`config.mk`:
```
export PLATFORM = sky130hd
export DESIGN_NAME = motor_relay_sequencer
export DESIGN_NICKNAME = d
export VERILOG_FILES = /design/src/rtl/motor_relay_sequencer.sv
export SDC_FILE = /design/constraint.sdc
export NUM_CORES = 1
export LEC_CHECK = 0
export ABC_AREA = 1
export BUFFER_PORTS_ARGS = -buffer_cell sky130_fd_sc_hd__buf_2
export CAP_MARGIN = 30
export CORE_MARGIN = 3
export CORE_UTILIZATION = 60
export CTS_BUF_LIST = sky130_fd_sc_hd__clkbuf_4 sky130_fd_sc_hd__clkbuf_8
export CTS_CLUSTER_DIAMETER = 30
export CTS_CLUSTER_SIZE = 8
export DETAILED_ROUTE_END_ITERATION = 6
export PLACE_DENSITY = 0.87
export SLEW_MARGIN = 20
export SYNTH_ARGS = -nofsm -noshare
export SYNTH_HDL_FRONTEND = slang
export SYNTH_SLANG_ARGS = --single-unit
export TNS_END_PERCENT = 10
```
`constraint.sdc`:
```
create_clock -name clk -period 3.7 [get_ports clk]
set_clock_uncertainty 0.05 [all_clocks]
set_input_delay 0.555 -clock clk [delete_from_list [all_inputs] [get_ports clk]]
set_output_delay 0.555 -clock clk [all_outputs]
set_load 0.005 [all_outputs]
```
`src/rtl/motor_relay_sequencer.sv`:
```
// motor_relay_sequencer
//   Registered relay driver behind the motor decoder. Each motor channel
//   enforces break-before-make dead-time, a minimum on-time before a direction
//   reversal is accepted, and treats forward+reverse together as a stop while
//   flagging it as a sticky fault.
//
// Ports
//   clk, rst_n            clock (rising edge), async active-low reset
//   Rd, R_Rd              right motor forward / reverse command
//   Re, R_Re              left motor forward / reverse command
//   clr_fault             synchronous clear of the fault flag
//   rele_rd, rele_r_rd    right forward / reverse relay drive
//   rele_re, rele_r_re    left forward / reverse relay drive
//   fault                 sticky illegal-command flag (either motor)
//   busy                  either channel currently in dead-time

// One motor channel: fwd/rev relay pair with dead-time and min on-time.
module motor_relay_channel #(
    parameter int DEAD_CYC = 8,
    parameter int MIN_ON   = 16,
    parameter int CNT_W    = 8
) (
    input  logic clk,
    input  logic rst_n,
    input  logic cmd_fwd,
    input  logic cmd_rev,
    output logic rele_fwd,
    output logic rele_rev,
    output logic in_dead,
    output logic illegal
);
    typedef enum logic [1:0] {S_IDLE, S_FWD, S_REV, S_DEAD} state_t;

    localparam logic [CNT_W-1:0] MIN_ON_C  = CNT_W'(MIN_ON);
    localparam logic [CNT_W-1:0] DEAD_LAST = CNT_W'(DEAD_CYC - 1);

    state_t           state, state_nx;
    // One counter per channel: on-time while driving, dead-time while in DEAD.
    logic [CNT_W-1:0] cnt, cnt_nx;
    logic             want_fwd, want_rev;

    // Illegal pair decodes to neither want, i.e. behaves as OFF.
    assign want_fwd = cmd_fwd & ~cmd_rev;
    assign want_rev = cmd_rev & ~cmd_fwd;
    assign illegal  = cmd_fwd & cmd_rev;

    always_comb begin
        state_nx = state;
        cnt_nx   = cnt;
        case (state)
            S_IDLE: begin
                if (want_fwd) begin
                    state_nx = S_FWD;
                    cnt_nx   = '0;
                end else if (want_rev) begin
                    state_nx = S_REV;
                    cnt_nx   = '0;
                end
            end
            S_FWD, S_REV: begin
                if ((state == S_FWD && want_fwd) || (state == S_REV && want_rev)) begin
                    if (cnt != MIN_ON_C) cnt_nx = cnt + 1'b1;
                end else if ((state == S_FWD && want_rev) || (state == S_REV && want_fwd)) begin
                    // Reversal waits out the minimum on-time with the relay still held.
                    if (cnt >= MIN_ON_C) begin
                        state_nx = S_DEAD;
                        cnt_nx   = '0;
                    end else begin
                        cnt_nx = cnt + 1'b1;
                    end
                end else begin
                    // Stop (or illegal pair) is never delayed.
                    state_nx = S_DEAD;
                    cnt_nx   = '0;
                end
            end
            S_DEAD: begin
                if (cnt == DEAD_LAST) begin
                    // Only the command present at exit matters.
                    cnt_nx = '0;
                    if (want_fwd)      state_nx = S_FWD;
                    else if (want_rev) state_nx = S_REV;
                    else               state_nx = S_IDLE;
                end else begin
                    cnt_nx = cnt + 1'b1;
                end
            end
            default: begin
                state_nx = S_IDLE;
                cnt_nx   = '0;
            end
        endcase
    end

    // Outputs are registered from the next state so they never follow inputs
    // combinationally and always match the state register.
    always_ff @(posedge clk or negedge rst_n) begin
        if (!rst_n) begin
            state    <= S_IDLE;
            cnt      <= '0;
            rele_fwd <= 1'b0;
            rele_rev <= 1'b0;
            in_dead  <= 1'b0;
        end else begin
            state    <= state_nx;
            cnt      <= cnt_nx;
            rele_fwd <= (state_nx == S_FWD);
            rele_rev <= (state_nx == S_REV);
            in_dead  <= (state_nx == S_DEAD);
        end
    end
endmodule

module motor_relay_sequencer #(
    parameter int DEAD_CYC = 8,
    parameter int MIN_ON   = 16,
    parameter int CNT_W    = 8
) (
    input  logic clk,
    input  logic rst_n,
    input  logic Rd,
    input  logic R_Rd,
    input  logic Re,
    input  logic R_Re,
    input  logic clr_fault,
    output logic rele_rd,
    output logic rele_r_rd,
    output logic rele_re,
    output logic rele_r_re,
    output logic fault,
    output logic busy
);
    localparam int NUM_LANES = 2;  // lane 0 = right motor, lane 1 = left motor

    logic [NUM_LANES-1:0] cmd_f, cmd_r, rl_f, rl_r, dead, ill;

    assign cmd_f = {Re, Rd};
    assign cmd_r = {R_Re, R_Rd};

    generate
        for (genvar g = 0; g < NUM_LANES; g++) begin : g_ch
            motor_relay_channel #(
                .DEAD_CYC(DEAD_CYC),
                .MIN_ON  (MIN_ON),
                .CNT_W   (CNT_W)
            ) u_ch (
                .clk     (clk),
                .rst_n   (rst_n),
                .cmd_fwd (cmd_f[g]),
                .cmd_rev (cmd_r[g]),
                .rele_fwd(rl_f[g]),
                .rele_rev(rl_r[g]),
                .in_dead (dead[g]),
                .illegal (ill[g])
            );
        end
    endgenerate

    assign rele_rd   = rl_f[0];
    assign rele_r_rd = rl_r[0];
    assign rele_re   = rl_f[1];
    assign rele_r_re = rl_r[1];
    // OR of the registered dead flags: still purely flop-driven.
    assign busy      = |dead;

    // Set has priority over clear.
    always_ff @(posedge clk or negedge rst_n) begin
        if (!rst_n) fault <= 1'b0;
        else        fault <= (|ill) | (fault & ~clr_fault);
    end
endmodule

```
* Word-level counts from Yosys, hierarchy flattened *
Cells that the tools add are included.

cells by class
  reduce and logical (&&, ||, !) cells = 20
  equality and inequality tests = 20
  $lt $le $gt $ge = 2
  mux-type cells = 34
  bitwise gates (word level) = 13
  $add $sub $neg = 2

operators by type and width
  kind                 count
  $mux 8               14
  $pmux 8 s3           2
  $mux 2               16
  $add 8x1->8 const B  2
  $eq 2x2->1 const B   8
  $eq 8x3->1 const B   2
  $ge 8x5->1 const B   2
  $ne 8x5->1 const B   2
  $pmux 2 s3           2
  $eq 2x1->1 const B   4
  $logic_and 1x1->1    8
  $reduce_or 2->1      4
  $and 1x1->1          7
  $ne 3x1->1 const B   2
  $ne 3x3->1 const B   2
  $not 1->1            5
  $logic_not 2->1      2
  $logic_or 1x1->1     4
  $reduce_and 2->1     2
  $or 1x1->1           1

storage, ports and cells
  output and inout port bits = 6
  bits of input ports = 7
  register bits after elaboration = 27
  logic and storage cells = 102

* Longest topological paths before layout *
  depth after elaboration = 8
  depth in mapped cells = 13

* Modules after synthesis *
Synthesis repeated with hierarchy kept, for this count alone.

unflattened totals
  cells, all modules = 286
  area total of the unflattened synthesis = 2048.2 µm²

modules (own cells, without submodules)
  module                 times used  area an instance (µm²)  cells each  sequential area each (µm²)
  motor_relay_channel    2           1001.0                  140         325.3
  motor_relay_sequencer  1           46.3                    6           25.0

* Worst setup path before layout *
OpenSTA, ideal clock, no wires.

  path kind = register -> register
  start = register g_ch[0].u_ch.state[0]
  end = register g_ch[0].u_ch.cnt[7]
  library setup time = 0.123 ns
  arrival = 1.424 ns
  path slack = 2.103 ns
  data required time = 3.527 ns
  stages on the path, launching flop included = 12
  cells stage by stage = dfrtp_1 -> inv_1 -> ha_1 -> nand2_1 -> nor2_1 -> nand3_2 -> nand2_4 -> inv_4 -> nand2_1 -> nand2_1 -> nand2_1 -> nor2_1

between the ends
  cells in the longest elaborated chain, start to end = 6
  elaborated cells between the ends (all ways) = 17
  classes of those cells = eq/ne (5); mux (3); reduce/logical (9)

RTL lines
  item                                      line        RTL
  from (decl)                               37          state_t state, state_nx;
  from (signal assigned)                    105         state <= state_nx;
  $eq 2x1->1 or $eq 2x2->1 (tied branches)  50, 61, 63
  $logic_and 1x1->1                         63          end else if ((state == S_FWD && want_rev) || (state == S_REV && want_fwd)) begin
  $logic_or 1x1->1                          63
  $mux 8                                    63
  $mux 8                                    61          if ((state == S_FWD && want_fwd) || (state == S_REV && want_rev)) begin
  $pmux 8 s3                                50          case (state)
  to (signal assigned)                      106         cnt <= cnt_nx;
  to (decl)                                 39          logic [CNT_W-1:0] cnt, cnt_nx;

Several ways; a longest one is shown, not always the timed one.
A chain may end at the register's enable or synchronous reset.

* Worst setup path in the final report *
Same ends and word-level chain as after synthesis.

==> reports/metrics.yaml <==
run_status:
  status: "complete, no violations"
sta:
  finalSetupViolCount: 0
  slew-limit-headroom_pct: 60.55
  rsz0062_at_grt: "no"
  fin_crit_sh_pct: 50.84
  whs_ns: 0.1641
  fin_crit_ns: 1.881
  final-hold-violation-count: 0
  worstMarginPinSlew_ns: 0.5918
  fmax_ghz: 0.5316
  drv_slew: 0
  setup_tns_ns: 0
routing:
  antenna_left: 0
  detail_route.wirelength_um: 3731
  routed_via_density: 5.219
  wl_per_cell_um: 11.34
  drc_errors: 0
  drt_iter0_markers: 117
  dr.pass1.iters: 5
  num_vias: 1717
place:
  finalWeightedCongestion: 0.8939
  numPortBuffers: 12
  dpl.hpwl_um: 2897
synthesis:
  yosys_warnings: 0
  async_flop_share_pct: 100.0
  synthTopCellsByCount: "64 x nand2_1, 36 x inv_1, 32 x nor2_1"
  synth_ff_type: "dfrtp_1"
  yosysMostFrequentCell: "nand2_1"
  yosysSeqAreaShare_pct: 35.64
  postSynthAreaPerCell_um2: 6.995
  yosysTopAreaCell: "dfrtp_1"
  syn-num-nets: 291
  yosysUniqueCellTypes: 27
  syn-cell-area_um2: 1896
  syn_inst: 271
  synth.ff_latch_count: 27
  netlist.area_leader.share_pct: 35.64
  netlist_top_cells_area: "dfrtp_1 36%, nand2_1 13%, ha_1 8.6%, nand3_1 7.9%, inv_1 7.1%"
  synth_edf_count: 0
grt:
  grt_pass1_wl_um: 6451
  grt_max_degree: 28
  grt_pass1_vias: 1501
  grt_overflow: 0
  antenna_found_initial: 0
  groute.usage.overall_pct: 20.02
clock_tree:
  htree_levels: 1
  cts-resized-gates: 0
  cts-buffers-inserted: 3
  hold_buffers: 0
  cts_buffer_depth: 2
  cts_tree: "built"
  post_cts_buffers: 0
  path_clk_slew_ns: 0.15
  clkSinkCount: 27
  cts-root-buf: "clkbuf_4"
  clock_latency_ns: 0.32
power_and_ir_drop:
  p_leak_nw: 1.063
  power.density_nw_per_um2: 629.4
  irDropWorstVdd_mv: 0.3638
cells_and_area:
  synthToLayoutAreaGrowth_pct: 7.524
  drive_gt1_share_pct: 15.68
  nets: 308
  fillers: 244
  diodes: 0
critical_path:
  startpoint_type: "flip-flop"
  reg2reg_depth: 11
  r2r_start: "g_ch[0].u_ch.state[0]"
  crit_path_end_kind: "flip-flop"
  path_max_fanout: 8
  r2r_slack_ns: 1.82
  required_ns: 3.87
  r2r_end: "g_ch[0].u_ch.cnt[7]"
  arrival_ns: 2.05
  critPathKind: "flip-flop to flip-flop"
die:
  dieArea_um2: 3869
  core_um2: 2877
  fp-row-count: 19
  fp.dieW_um: 62.21
  die_h_um: 62.21
  io_pins: 13
  start_util_pct: 65.90
min_path:
  hold_path_class: "primary input to asynchronous set/reset pin"
run:
  max_cap_violations: 0
layout by cell type (no fill, tap or decap), drive strengths merged:
cell type	Yosys	final
a21oi	11	11
and3	1	1
buf	0	12
clkbuf	0	4
clkinv	2	2
dfrtp	27	27
ha	13	13
inv	43	43
nand2	77	77
nand3	31	31
nand4	4	4
nor2	35	35
nor3	5	5
o21ai	16	16
o221ai	1	1
o22ai	1	1
or2	1	1
xor2	3	3
area by class of cell:
type,instances,area (um^2),share of cell area [%]
Sequential cell,27,675.6,33.15
Inverter,45,172.7,8.471
Multi-Input combinational cell,199,1047,51.38
Tap cell,42,52.55,2.578
Timing Repair Buffer,12,60.06,2.947
Clock buffer,4,30.03,1.473
layer usage:
layer | routed length [um] | track usage, %
met4 | 58 | 5.525
met3 | 208 | 2.703
met1 | 1821 | 28.74
met2 | 1642 | 31.72
met5 | 0 | 0
state kept, by name, summed over array words and instances, names as in the netlist:
register	flops
g_ch.u_ch.in_dead	2
g_ch.u_ch.cnt	16
g_ch.u_ch.rele_rev	2
g_ch.u_ch.state	4
g_ch.u_ch.rele_fwd	2
fault	1
cells by family (layout without fill, tap and decap cells):
family | count (synthesis) | in the layout | share of synthesized area (%)
AND/OR/NAND/NOR | 154 | 154 | 36.57
buffers and inverters | 45 | 61 | 9.109
adder cells (fa/ha/maj) | 13 | 13 | 8.581
XOR/XNOR | 3 | 3 | 1.386
AO/OA/AOI/OAI | 29 | 29 | 8.713
flip-flops | 27 | 27 | 35.64
how the worst max path moves through the flow:
stage,start,to,depth (start not counted)
2_1_floorplan,g_ch[0].u_ch.state[0],g_ch[0].u_ch.cnt[7],11
3_3_place_gp,g_ch[0].u_ch.state[0],g_ch[0].u_ch.cnt[7],11
3_5_place_dp,g_ch[0].u_ch.state[0],g_ch[0].u_ch.cnt[7],11
4_1_cts,g_ch[0].u_ch.state[0],g_ch[0].u_ch.cnt[4],9
5_1_grt,g_ch[0].u_ch.state[0],g_ch[0].u_ch.cnt[7],11
6_report,g_ch[0].u_ch.state[0],g_ch[0].u_ch.cnt[7],11
per-stage QoR:
step | total power [mW] | worst slack (ns) | cells | util (%) | cell area [um^2]
global route | 1.423 | 1.709 | 329 | 70.86 | 2038
CTS | 1.282 | 1.835 | 329 | 70.86 | 2038
detailed placement | 1.146 | 1.863 | 325 | 69.81 | 2008
finish | 1.283 | 1.819 | 329 | 70.86 | 2038
global placement | 1.124 | 1.919 | 325 | 69.81 | 2008
floorplan | 0.9720 | 2.103 | 271 | - | 1896
where the power goes:
group / internal [mW] / switching [mW]
sequential: 0.366 / 0.0446
combinational: 0.255 / 0.483
clock: 0.0494 / 0.0845
total: 0.670 / 0.612
worst max-delay path, stage by stage (launching register included):
cell	delay (ns)
dfrtp_1	0.43
inv_1	0.13
ha_1	0.39
nand2_1	0.07
nor2_1	0.17
nand3_2	0.13
nand2_4	0.15
inv_4	0.07
nand2_1	0.07
nand2_1	0.04
nand2_1	0.05
nor2_1	0.03
Power figures use the tool's default switching activity.
